===== src/rtl/cycle_sequencer.sv =====
// cycle_sequencer: machine-cycle and beat timing generator for the multi-cycle CPU.
// Sequences HALT -> FETCH(T1,T2) -> EXEC(T1..last_beat) and handles run/step,
// a bus-hang watchdog, illegal-instruction flagging and a retired-instruction count.
module cycle_sequencer #(
  parameter int TIMEOUT_CYCLES = 255,
  parameter int CNT_W          = 32
) (
  input  logic             clk,
  input  logic             rst_n,
  input  logic             run,
  input  logic             step,
  input  logic             clear_fault,
  input  logic             done,
  input  logic             ins_ADD,
  input  logic             ins_SUB,
  input  logic             ins_ADDI,
  input  logic             ins_LUI,
  input  logic             ins_JAL,
  input  logic             ins_SW,
  input  logic             ins_LW,
  output logic             Mif,
  output logic             Mex,
  output logic             T1,
  output logic             T2,
  output logic             T3,
  output logic             T4,
  output logic             halted,
  output logic             fault,
  output logic             illegal,
  output logic             retire,
  output logic [CNT_W-1:0] instr_count
);

  localparam logic [1:0] S_HALT  = 2'd0;
  localparam logic [1:0] S_FETCH = 2'd1;
  localparam logic [1:0] S_EXEC  = 2'd2;
  localparam logic [1:0] S_FAULT = 2'd3;

  localparam logic [1:0] B_T1 = 2'd0;
  localparam logic [1:0] B_T2 = 2'd1;
  localparam logic [1:0] B_T3 = 2'd2;
  localparam logic [1:0] B_T4 = 2'd3;

  // Stall count at which one more stalled cycle trips the watchdog.
  localparam logic [7:0] WD_LIMIT = 8'(TIMEOUT_CYCLES - 1);

  logic [1:0] r_state;
  logic [1:0] r_beat;
  logic [1:0] r_lastBeat;
  logic [7:0] r_wdCount;
  logic       r_stepPend;

  logic [1:0] w_nextState;
  logic [1:0] w_nextBeat;
  logic [1:0] w_nextLast;
  logic       w_nextStepPend;
  logic       w_complete;
  logic       w_enterExec;
  logic       w_stall;
  logic       w_expire;
  logic [1:0] w_flagLast;
  logic       w_noFlag;
  logic       w_nextActive;

  // Final beat of the decoded instruction; loads outrank stores outrank the rest.
  always_comb begin
    w_noFlag = ~|{ins_ADD, ins_SUB, ins_ADDI, ins_LUI, ins_JAL, ins_SW, ins_LW};
    if (ins_LW) begin
      w_flagLast = B_T3;
    end else if (ins_SW) begin
      w_flagLast = B_T2;
    end else begin
      w_flagLast = B_T1;
    end
  end

  // Next-state logic; a watchdog expiry overrides whatever the beat would have done.
  always_comb begin
    w_nextState    = r_state;
    w_nextBeat     = r_beat;
    w_nextLast     = r_lastBeat;
    w_nextStepPend = r_stepPend;
    w_complete     = 1'b0;
    w_enterExec    = 1'b0;
    w_stall        = 1'b0;
    case (r_state)
      S_HALT: begin
        if (run || step) begin
          w_nextState = S_FETCH;
          w_nextBeat  = B_T1;
          if (step && !run) begin
            w_nextStepPend = 1'b1;
          end
        end
      end
      S_FETCH: begin
        if (r_beat == B_T1) begin
          w_nextBeat = B_T2;
        end else if (done) begin
          w_nextState = S_EXEC;
          w_nextBeat  = B_T1;
          w_nextLast  = w_flagLast;
          w_enterExec = 1'b1;
        end else begin
          w_stall = 1'b1;
        end
      end
      S_EXEC: begin
        if (!done) begin
          w_stall = 1'b1;
        end else if (r_beat >= r_lastBeat) begin
          w_complete = 1'b1;
          w_nextBeat = B_T1;
          if (run && !r_stepPend) begin
            w_nextState = S_FETCH;
          end else begin
            w_nextState    = S_HALT;
            w_nextStepPend = 1'b0;
          end
        end else begin
          w_nextBeat = r_beat + 2'd1;
        end
      end
      default: begin
        if (clear_fault) begin
          w_nextState = S_HALT;
        end
      end
    endcase
    w_expire = w_stall && (r_wdCount == WD_LIMIT);
    if (w_expire) begin
      w_nextState    = S_FAULT;
      w_nextBeat     = B_T1;
      w_nextStepPend = 1'b0;
    end
  end

  // Sequencer state, latched last beat, step-pending flag and watchdog counter.
  always_ff @(posedge clk or negedge rst_n) begin
    if (!rst_n) begin
      r_state    <= S_HALT;
      r_beat     <= B_T1;
      r_lastBeat <= B_T1;
      r_stepPend <= 1'b0;
      r_wdCount  <= 8'd0;
    end else begin
      r_state    <= w_nextState;
      r_beat     <= w_nextBeat;
      r_lastBeat <= w_nextLast;
      r_stepPend <= w_nextStepPend;
      r_wdCount  <= (w_stall && !w_expire) ? r_wdCount + 8'd1 : 8'd0;
    end
  end

  assign w_nextActive = (w_nextState == S_FETCH) || (w_nextState == S_EXEC);

  // Registered outputs, decoded from the next state so they line up with the state register.
  always_ff @(posedge clk or negedge rst_n) begin
    if (!rst_n) begin
      Mif         <= 1'b0;
      Mex         <= 1'b0;
      T1          <= 1'b0;
      T2          <= 1'b0;
      T3          <= 1'b0;
      T4          <= 1'b0;
      halted      <= 1'b1;
      fault       <= 1'b0;
      illegal     <= 1'b0;
      retire      <= 1'b0;
      instr_count <= '0;
    end else begin
      Mif     <= (w_nextState == S_FETCH);
      Mex     <= (w_nextState == S_EXEC);
      T1      <= w_nextActive && (w_nextBeat == B_T1);
      T2      <= w_nextActive && (w_nextBeat == B_T2);
      T3      <= w_nextActive && (w_nextBeat == B_T3);
      T4      <= w_nextActive && (w_nextBeat == B_T4);
      halted  <= (w_nextState == S_HALT) || (w_nextState == S_FAULT);
      fault   <= (w_nextState == S_FAULT);
      illegal <= w_enterExec && w_noFlag;
      retire  <= w_complete;
      if (w_complete) begin
        instr_count <= instr_count + CNT_W'(1);
      end
    end
  end

endmodule


===== config.mk =====
export PLATFORM = sky130hd
export DESIGN_NAME = cycle_sequencer
export DESIGN_NICKNAME = d
export VERILOG_FILES = /design/src/rtl/cycle_sequencer.sv
export SDC_FILE = /design/constraint.sdc
export NUM_CORES = 1
export LEC_CHECK = 0
export ABC_CLOCK_PERIOD_IN_PS = 5000
export BUFFER_PORTS_ARGS = -buffer_cell sky130_fd_sc_hd__buf_2
export CAP_MARGIN = 10
export CORE_MARGIN = 5
export CORE_UTILIZATION = 41
export CTS_CLUSTER_SIZE = 12
export DETAILED_ROUTE_END_ITERATION = 16
export MAX_ROUTING_LAYER = met4
export PLACE_DENSITY_LB_ADDON = 0.05
export SLEW_MARGIN = 20
export SYNTH_ARGS = -nofsm -noshare
export SYNTH_HDL_FRONTEND = slang
export SYNTH_SLANG_ARGS = --single-unit
export TNS_END_PERCENT = 30

===== constraint.sdc =====
create_clock -name clk -period 5 [get_ports clk]
set_input_delay 1 -clock clk [delete_from_list [all_inputs] [get_ports clk]]
set_output_delay 1 -clock clk [all_outputs]
set_load 0.03 [all_outputs]

==> results of run 1 <==
[area by class of cell]
| cell class | count | area [um2] |
|---|---|---|
| fillers | 624 | 3340 |
| flip-flops and latches | 57 | 1430 |
| multi-input cells | 184 | 1290 |
| repair buffers | 55 | 278 |
| clock buffers | 11 | 131 |
| clock inverters | 5 | 104 |
| well taps | 80 | 100 |
| inverters | 13 | 48.8 |
[power groups by stage]
stage                     clock [mW]  combinational (mW)  sequential (mW)
after global placement             0               0.410            0.562
final                          0.524               0.406            0.553
after detailed placement           0               0.410            0.560
after global routing           0.558               0.461            0.560
after floorplan                    0               0.247            0.611
after CTS                      0.536               0.410            0.553
[worst reg2reg max path, stage by stage, from the launching register on]
cell and delay, ps:
dfrtp_1 360, inv_1 70, ha_1 300, nor3b_1 610
o21ai_0 190, o41a_1 150, nor3b_1 250, nor3_1 90
ha_1 400, nor2_1 80, and3_1 230
[synth_stat cells (2+ instances only)]
cell type	number
a21oi_1	6
buf_4	2
and4_1	2
nand3_1	19
xor2_1	13
nor3_1	5
o21ai_0	6
nand2_1	14
mux2_2	2
clkbuf_1	2
ha_1	13
nor2b_1	3
a31oi_1	2
nand4_1	7
and3_1	7
or4_4	2
nor4_4	2
nor3b_1	2
nor2_1	26
xnor2_1	24
nand3b_1	2
inv_1	13
nor4_1	2
nand2b_1	5
or3_1	3
dfrtp_1	56
[how the worst min path moves through the flow]
stage,from,endpoint,slack (ps),depth (start not counted)
after CTS,instr_count[31],instr_count[31],470,1
after global placement,instr_count[31],instr_count[31],460,1
after floorplan,r_lastBeat[0],r_lastBeat[0],450,2
after global routing,instr_count[24],instr_count[24],510,1
after detailed placement,instr_count[31],instr_count[31],460,1
final,instr_count[31],instr_count[31],460,1
[stage by stage]
step           total power [mW]  std cells
2_1_floorplan             0.859        258
3_3_place_gp              0.972        389
3_5_place_dp              0.970        389
4_1_cts                    1.50        405
5_1_grt                    1.58        405
6_report                   1.48        405
[layer usage]
metal  track usage, %  up-vias  wire length, um
li1                 -     1018                -
met2             22.6       45             2630
met4             8.54        0              103
met5                -        -                0
met3             3.74       12              275
met1             19.1      972             2700
[kinds of logic after synthesis]
logic type | Yosys count | synth area share (%)
simple gates | 110 | 22.9
fa+ha+maj | 13 | 5.83
compound gates | 22 | 5.07
buf+inv | 17 | 2.56
mux | 2 | 0.808
xor+xnor | 37 | 11.6
flops | 57 | 51.2
[sequential cells by signal, indices dropped and copies added (netlist names), 2 cells and up]
name         count
r_beat           2
r_state          2
r_wdCount        8
r_lastBeat       2
instr_count     32
==> impl_metrics.tcl, run 1 <==
set metrics [dict create \
    setup_viol 0 \
    ys_types 44 \
    p_leak_nw 1.73 \
    p_sw_mw 0.482 \
    critPathBufInv 1 \
    clock-root-buffer "clkbuf_8" \
    start_util_pct 41.5 \
    finalCritPeriodShare_pct 56.7 \
    area_growth_pct 21.2 \
    crit_family "simple AND/OR/NAND/NOR gates" \
    route.vias.total 2047 \
    dieHeight_um 92.5 \
    worst_hold_slack_ps 463 \
    synth_nets 284 \
    dr.first_iter.drc_count 56 \
    core_area_mm2 0.00672 \
    critPathCapture "T3" \
    drtPass1Iterations 4 \
    ys_ff_latch 57 \
    crit_start "r_beat[0]" \
    netlist_top_cells_area "dfrtp_1, xnor2_1, ha_1, xor2_1, nor2_1" \
    rrSetupSlack_ps 2170 \
    endpoint_kind "register" \
    place_area_mm2 0.00314 \
    die_w_um 92.5 \
    cts_tree "built" \
    ios 55 \
    p_int_mw 1.00 \
    reg2reg_from "r_beat[0]" \
    antenna_cells 0 \
    ant_nets 0 \
    power.share.sequential_pct 37.3 \
    grt_max_degree 58 \
    crit_required_ps 5230 \
    synth-edff-count 0 \
    period_needed_ps 2830 \
    synth_cells 258 \
    wl_per_cell_um 14.1 \
    postLayoutSetupSlackWorst_ps 2170 \
    maxCapViolations 0 \
    num_rows 30 \
    numCtsBuffers 9 \
    finalMaxSlewViolations 0 \
    insertion_delay_ps 340 \
    switching_share_pct 32.5 \
    holdBufCountCts 0 \
    final_cell_mix "dfrtp_1, buf_2, nor2_1" \
    drc 0 \
    synth_top_area_share_pct 50.3 \
    die-area_mm2 0.00855 \
    final_util_pct 50.3 \
    clock_skew_ps 7.94 \
    cp_max_fo 7 \
    grt_pass1_wl_um 9870 \
    path_depth 10 \
    combPwrFrac_pct 27.3 \
    grt-ovfl-total 0 \
    worstSetupStartpointType "register" \
    vdd_drop_max_mv 0.254 \
    cts_resized 0 \
    place_congestion 0.782 \
    grt_antenna_before_repair 0 \
    report.final.hold_viol_count 0 \
    pre_cts_ws_ps 2110 \
    grt_pass1_vias 2044 \
    critical_path.cell_chain "inv_1 -> ha_1 -> nor3b_1 -> o21ai_0 -> o41a_1 -> nor3b_1 -> nor3_1 -> ha_1 -> nor2_1 -> and3_1" \
    post_cts_buffers 0 \
    p_per_area_mw_per_mm2 439 \
    clock_sinks 57 \
    syn-cell-area_mm2 0.00279 \
    finalWirelength_um 5710 \
    synth.largest_area_cell "dfrtp_1" \
    outcome "finished clean" \
    slowest_stage "nor3b_1" \
    viasPerCell 5.05 \
    hpwl_um 4100 \
    yosys_warnings 0 \
    clockBufferDepth 2 \
    crit_type "register to register" \
    relSlewSlack_pct 45.2 \
    critPathMaxStageDelay_ps 610 \
    tightest_slew_ps 820 \
    rr_worst_depth 10 \
    synth_flop_cell "dfrtp_1" \
    clock.fmax_ghz 0.353 \
    drive_gt1_share_pct 25.2 \
    crit_arrival_ps 3060 \
    nets 346 \
    final_common_cell "dfrtp_1" \
    grtUsageTotal_pct 15.3 \
    fin_setup_tns_ps 0 \
    avgSynthCellArea_um2 10.8 \
    clockPowerShare_pct 35.3 \
    postLayoutCellArea_mm2 0.00338 \
    rsz0062_at_grt "no" \
    htreeDepth 3 \
    hold_path.class "register to register" \
    async_flop_share_pct 100 \
    r2r-end "T3" \
    port_buffers 54 \
    clk_pin_slew_ps 70 \
    yosysSeqAreaShare_pct 51.2 \
]
Note: power is estimated with default switching activity, not from simulation.
==> run 2: changes to the inputs <==
--- a/config.mk
+++ b/config.mk
@@ -5,7 +5,8 @@
 export SDC_FILE = /design/constraint.sdc
 export NUM_CORES = 1
 export LEC_CHECK = 0
-export ABC_CLOCK_PERIOD_IN_PS = 5000
+export ABC_AREA = 1
+export ABC_CLOCK_PERIOD_IN_PS = 2500
 export BUFFER_PORTS_ARGS = -buffer_cell sky130_fd_sc_hd__buf_2
 export CAP_MARGIN = 10
 export CORE_MARGIN = 5
==> constraint.sdc (replaced) <==
create_clock -name clk -period 2.5 [get_ports clk]
set_input_delay 0.5 -clock clk [delete_from_list [all_inputs] [get_ports clk]]
set_output_delay 0.5 -clock clk [all_outputs]
set_load 0.03 [all_outputs]
==> impl_metrics.tcl, run 2 <==
set metrics [dict create \
    outcome "finished clean" \
    p_per_area_mw_per_mm2 822 \
    crit_arrival_ps 2420 \
    p_leak_nw 2.05 \
    dp.cells 587 \
    ys_types 35 \
    period_needed_ps 2160 \
    core_area_mm2 0.00781 \
    cp_max_fo 5 \
    top_register "instr_count" \
    clock-root-buffer "clkbuf_8" \
    report.final.hold_viol_count 0 \
    critPathMaxStageDelay_ps 420 \
    layout.cells.non_filler 603 \
    drtPass1Iterations 4 \
    rsz0062_at_grt "no" \
    final_common_cell "nand2_1" \
    crit_required_ps 2770 \
    viasPerCell 4.69 \
    critical_path.cell_chain "inv_1 -> ha_1 -> inv_1 -> nand2_1 -> nand2_1 -> nand2_1 -> inv_1 -> nand4_1 -> o21ai_0 -> a21oi_1 -> ha_1 -> inv_1 -> nand3_1 -> a21oi_1" \
    drc 0 \
    postLayoutCellArea_mm2 0.00396 \
    largest_register_ffs 32 \
    finalMaxSlewViolations 0 \
    synth_commonest_cells "nand2_1, nor2_1, dfrtp_1" \
    ios 55 \
    synth-edff-count 0 \
    htreeDepth 3 \
    post_cts_buffers 0 \
    reg2reg_from "r_beat[0]" \
    slowest_stage "dfrtp_1" \
    grtUsageTotal_pct 16.6 \
    cts_resized 0 \
    critPathCapture "T3" \
    yosysSeqAreaShare_pct 43.1 \
    synthMostInstantiatedCell "nand2_1" \
    setup_viol 0 \
    route.vias.total 2827 \
    grt_pass1_wl_um 12800 \
    area_growth_pct 19.5 \
    avgSynthCellArea_um2 7.72 \
    place_area_mm2 0.00373 \
    drive_gt1_share_pct 19.4 \
    finalCritPeriodShare_pct 86.4 \
    grt_antenna_before_repair 0 \
    place_congestion 0.831 \
    crit_type "register to register" \
    synth_flop_cell "dfrtp_1" \
    nets 522 \
    fin_setup_tns_ps 0 \
    relSlewSlack_pct 67.3 \
    dieHeight_um 99.9 \
    synth_cells 429 \
    synth.largest_area_cell "dfrtp_1" \
    critPathMostFrequentCell "inv_1" \
    r2r-end "T3" \
    crit_start "r_beat[0]" \
    clockBufferDepth 2 \
    grt-ovfl-total 0 \
    reg.largest.list "instr_count x32, r_wdCount x8" \
    syn-cell-area_mm2 0.00331 \
    ys_ff_latch 57 \
    tightest_slew_ps 491 \
    synth_top_area_share_pct 42.3 \
    rr_worst_depth 14 \
    vdd_drop_max_mv 0.471 \
    netlist_top_cells_area "dfrtp_1, nand2_1, nor2_1, ha_1, inv_1" \
    wl_per_cell_um 12.4 \
    grt_max_degree 22 \
    hold_path.class "primary input to async pin" \
    clk_pin_slew_ps 70 \
    endpoint_kind "register" \
    hpwl_um 5870 \
    numCtsBuffers 9 \
    insertion_delay_ps 330 \
    start_util_pct 42.4 \
    final_cell_mix "nand2_1, nor2_1, dfrtp_1" \
    grt_pass1_vias 2724 \
    async_flop_share_pct 100 \
    die-area_mm2 0.00998 \
    finalWirelength_um 7500 \
    worstSetupStartpointType "register" \
    clock_sinks 57 \
    yosys_warnings 0 \
    maxCapViolations 0 \
    num_rows 32 \
    holdBufCountCts 0 \
    clock.fmax_ghz 0.463 \
    cts_tree "built" \
    port_buffers 54 \
    clock_skew_ps 7.38 \
    ant_nets 0 \
    antenna_cells 0 \
    rrSetupSlack_ps 340 \
    dr.first_iter.drc_count 95 \
    synth_nets 455 \
    die_w_um 99.9 \
]
-- run 2: layer usage --
metal	routed length, um	up-vias	GRT usage [%]
met1	3540	1287	20.0
met3	237	9	2.92
met4	92	0	5.67
met2	3630	52	28.0
li1	-	1479	-
met5	0	-	-
-- run 2: worst min-delay path by stage --
stage,depth (start not counted),to,slack [ps]
detailed placement,1,r_wdCount[0],490
finish,1,instr_count[4],120
CTS,1,instr_count[29],130
floorplan,0,Mex,200
global placement,1,r_wdCount[0],480
global route,1,instr_count[4],160
-- run 2: report_power, final --
| part | internal, mW | switching (mW) |
|---|---|---|
| Clock | 0.612 | 0.395 |
| Sequential | 1.08 | 0.133 |
| Combinational | 0.325 | 0.710 |
| Total | 2.02 | 1.24 |
-- run 2: kinds of logic (layout without fill, tap and decap cells) --
group           Yosys count  after routing  synth area share, %
simple gates            265            265                 36.5
fa+ha+maj                13             13                 4.91
buf+inv                  47            119                 5.44
flops                    57             57                 43.1
compound gates           27             27                 4.53
xor+xnor                 20             20                 5.52
-- run 2: final cells by class --
class	instances	area, um2
clock inverter	5	77.6
clock buffer	11	151
sequential	57	1430
tap	102	128
timing repair buffer	58	300
fill	779	3850
inverter	45	170
multi-input combinational	325	1700
-- run 2: critical path: cells and delay by family, from the launching register on --
family,cells,cell delay (ps)
flip-flops,1,420
AO/OA/AOI/OAI,3,350
buffers and inverters,4,370
AND/OR/NAND/NOR,5,450
adder cells (fa/ha/maj),2,510
-- run 2: through the flow --
stage / worst slack [ps] / hold WS, ps / total power, mW / util (%)
2_1_floorplan: 615 / 204 / 1.98 / -
3_3_place_gp: 427 / 480 / 2.28 / 47.8
3_5_place_dp: 340 / 486 / 2.27 / 47.8
4_1_cts: 350 / 131 / 3.29 / 50.7
5_1_grt: 65.1 / 157 / 3.49 / 50.7
6_report: 341 / 117 / 3.26 / 50.7
==> run 3: changes to the inputs <==
--- a/config.mk
+++ b/config.mk
@@ -10,7 +10,7 @@
 export BUFFER_PORTS_ARGS = -buffer_cell sky130_fd_sc_hd__buf_2
 export CAP_MARGIN = 10
 export CORE_MARGIN = 5
-export CORE_UTILIZATION = 41
+export CORE_UTILIZATION = 51
 export CTS_CLUSTER_SIZE = 12
 export DETAILED_ROUTE_END_ITERATION = 16
 export MAX_ROUTING_LAYER = met4
==> impl_metrics.tcl, run 3 (same netlist as run 2, synthesis figures left out) <==
set metrics [dict create \
    wl_per_cell_um 12.5 \
    hold_path.class "primary input to async pin" \
    drive_gt1_share_pct 19.4 \
    dieHeight_um 90.6 \
    p_per_area_mw_per_mm2 812 \
    reg.largest.list "instr_count x32, r_wdCount x8" \
    outcome "finished clean" \
    die-area_mm2 0.00821 \
    cp_max_fo 5 \
    clockPowerShare_pct 29.5 \
    switching_share_pct 38.8 \
    port_buffers 54 \
    clock-root-buffer "clkbuf_8" \
    pre_cts_ws_ps 375 \
    holdBufCountCts 0 \
    grt-ovfl-total 0 \
    worst_hold_slack_ps 104 \
    finalWirelength_um 7220 \
    reg2reg_from "r_state[0]" \
    cts_resized 0 \
    numCtsBuffers 9 \
    postLayoutSetupSlackWorst_ps 366 \
    top_register "instr_count" \
    htreeDepth 3 \
    rsz0062_at_grt "no" \
    grt_pass1_vias 2704 \
    clock_skew_ps 7.37 \
    p_leak_nw 2.04 \
    clockBufferDepth 2 \
    cts_tree "built" \
    final_common_cell "nand2_1" \
    worstSetupStartpointType "register" \
    viasPerCell 4.90 \
    num_rows 29 \
    crit_arrival_ps 2410 \
    hpwl_um 5560 \
    power.share.sequential_pct 38.1 \
    place_congestion 0.859 \
    p_sw_mw 1.23 \
    route.vias.total 2831 \
    rr_worst_depth 13 \
    core_area_mm2 0.00635 \
    nets 522 \
    antenna_cells 0 \
    clock.fmax_ghz 0.469 \
    combPwrFrac_pct 32.4 \
    final_util_pct 61.6 \
    report.final.hold_viol_count 0 \
    dr.first_iter.drc_count 118 \
    tightest_slew_ps 478 \
    grt_antenna_before_repair 0 \
    clk_pin_slew_ps 70 \
    insertion_delay_ps 350 \
    ant_nets 0 \
    rrSetupSlack_ps 370 \
    setup_viol 0 \
    final_cell_mix "nand2_1, nor2_1, dfrtp_1" \
    grt_max_degree 22 \
    die_w_um 90.6 \
    post_cts_buffers 0 \
    relSlewSlack_pct 68.1 \
    fin_setup_tns_ps 0 \
    area_growth_pct 18.2 \
    clock_sinks 57 \
    r2r-end "T4" \
    p_int_mw 1.94 \
    largest_register_ffs 32 \
    grt_pass1_wl_um 12600 \
    drc 0 \
    start_util_pct 52.2 \
    endpoint_kind "register" \
    finalMaxSlewViolations 0 \
    drtPass1Iterations 4 \
    crit_required_ps 2780 \
    ios 55 \
    vdd_drop_max_mv 0.581 \
    crit_type "register to register" \
    grtUsageTotal_pct 19.6 \
    maxCapViolations 0 \
    fill_cells 594 \
    period_needed_ps 2130 \
    finalCritPeriodShare_pct 85.4 \
]
## run 3: per-stage QoR
step,area [um2],total power [mW],cells
2_1_floorplan,3310,1.98,429
3_3_place_gp,3700,2.26,562
3_5_place_dp,3700,2.27,562
4_1_cts,3910,3.22,578
5_1_grt,3910,3.42,578
6_report,3910,3.18,578
## run 3: power by group through the flow
stage | Clock (mW) | Sequential, mW | Combinational (mW)
after detailed placement | 0 | 1.23 | 1.05
final | 0.937 | 1.21 | 1.03
after floorplan | 0 | 1.40 | 0.571
after global placement | 0 | 1.23 | 1.03
after global routing | 1.02 | 1.24 | 1.16
after CTS | 0.962 | 1.21 | 1.05
## run 3: worst max path at each step
| stage | from | to | slack (ps) | cells after the start |
|---|---|---|---|---|
| floorplan | r_beat[0] | T3 | 610 | 13 |
| global placement | r_state[0] | T3 | 430 | 13 |
| detailed placement | r_state[0] | T3 | 380 | 13 |
| CTS | r_state[0] | T4 | 360 | 13 |
| global route | r_state[0] | T3 | 70 | 13 |
| finish | r_state[0] | T4 | 370 | 13 |
## run 3: area by class of cell
class / instances / area, um2 / share of cell area (%)
clock inverters: 4 / 50.0 / 1.28
multi-input cells: 325 / 1700 / 43.5
well taps: 77 / 96.3 / 2.46
clock buffers: 12 / 165 / 4.22
flip-flops and latches: 57 / 1430 / 36.5
repair buffers: 58 / 300 / 7.67
inverters: 45 / 170 / 4.35
## run 3: per-layer routing
metal	part of all wire, %	up-vias	track usage, %
met2	49	55	31.2
met4	1.8	0	8.06
met5	0	-	-
met1	45	1288	23.7
met3	4.3	10	4.75
li1	-	1478	-
## run 3: worst max-delay path: stages (launching register included)
cell	delay [ps]
dfrtp_1	400
inv_1	150
ha_1	220
inv_1	90
nand2_1	70
nand2_1	60
inv_1	90
nand4_1	160
o21ai_0	170
a21oi_1	70
ha_1	320
inv_1	70
nand3_1	90
nor2_1	120
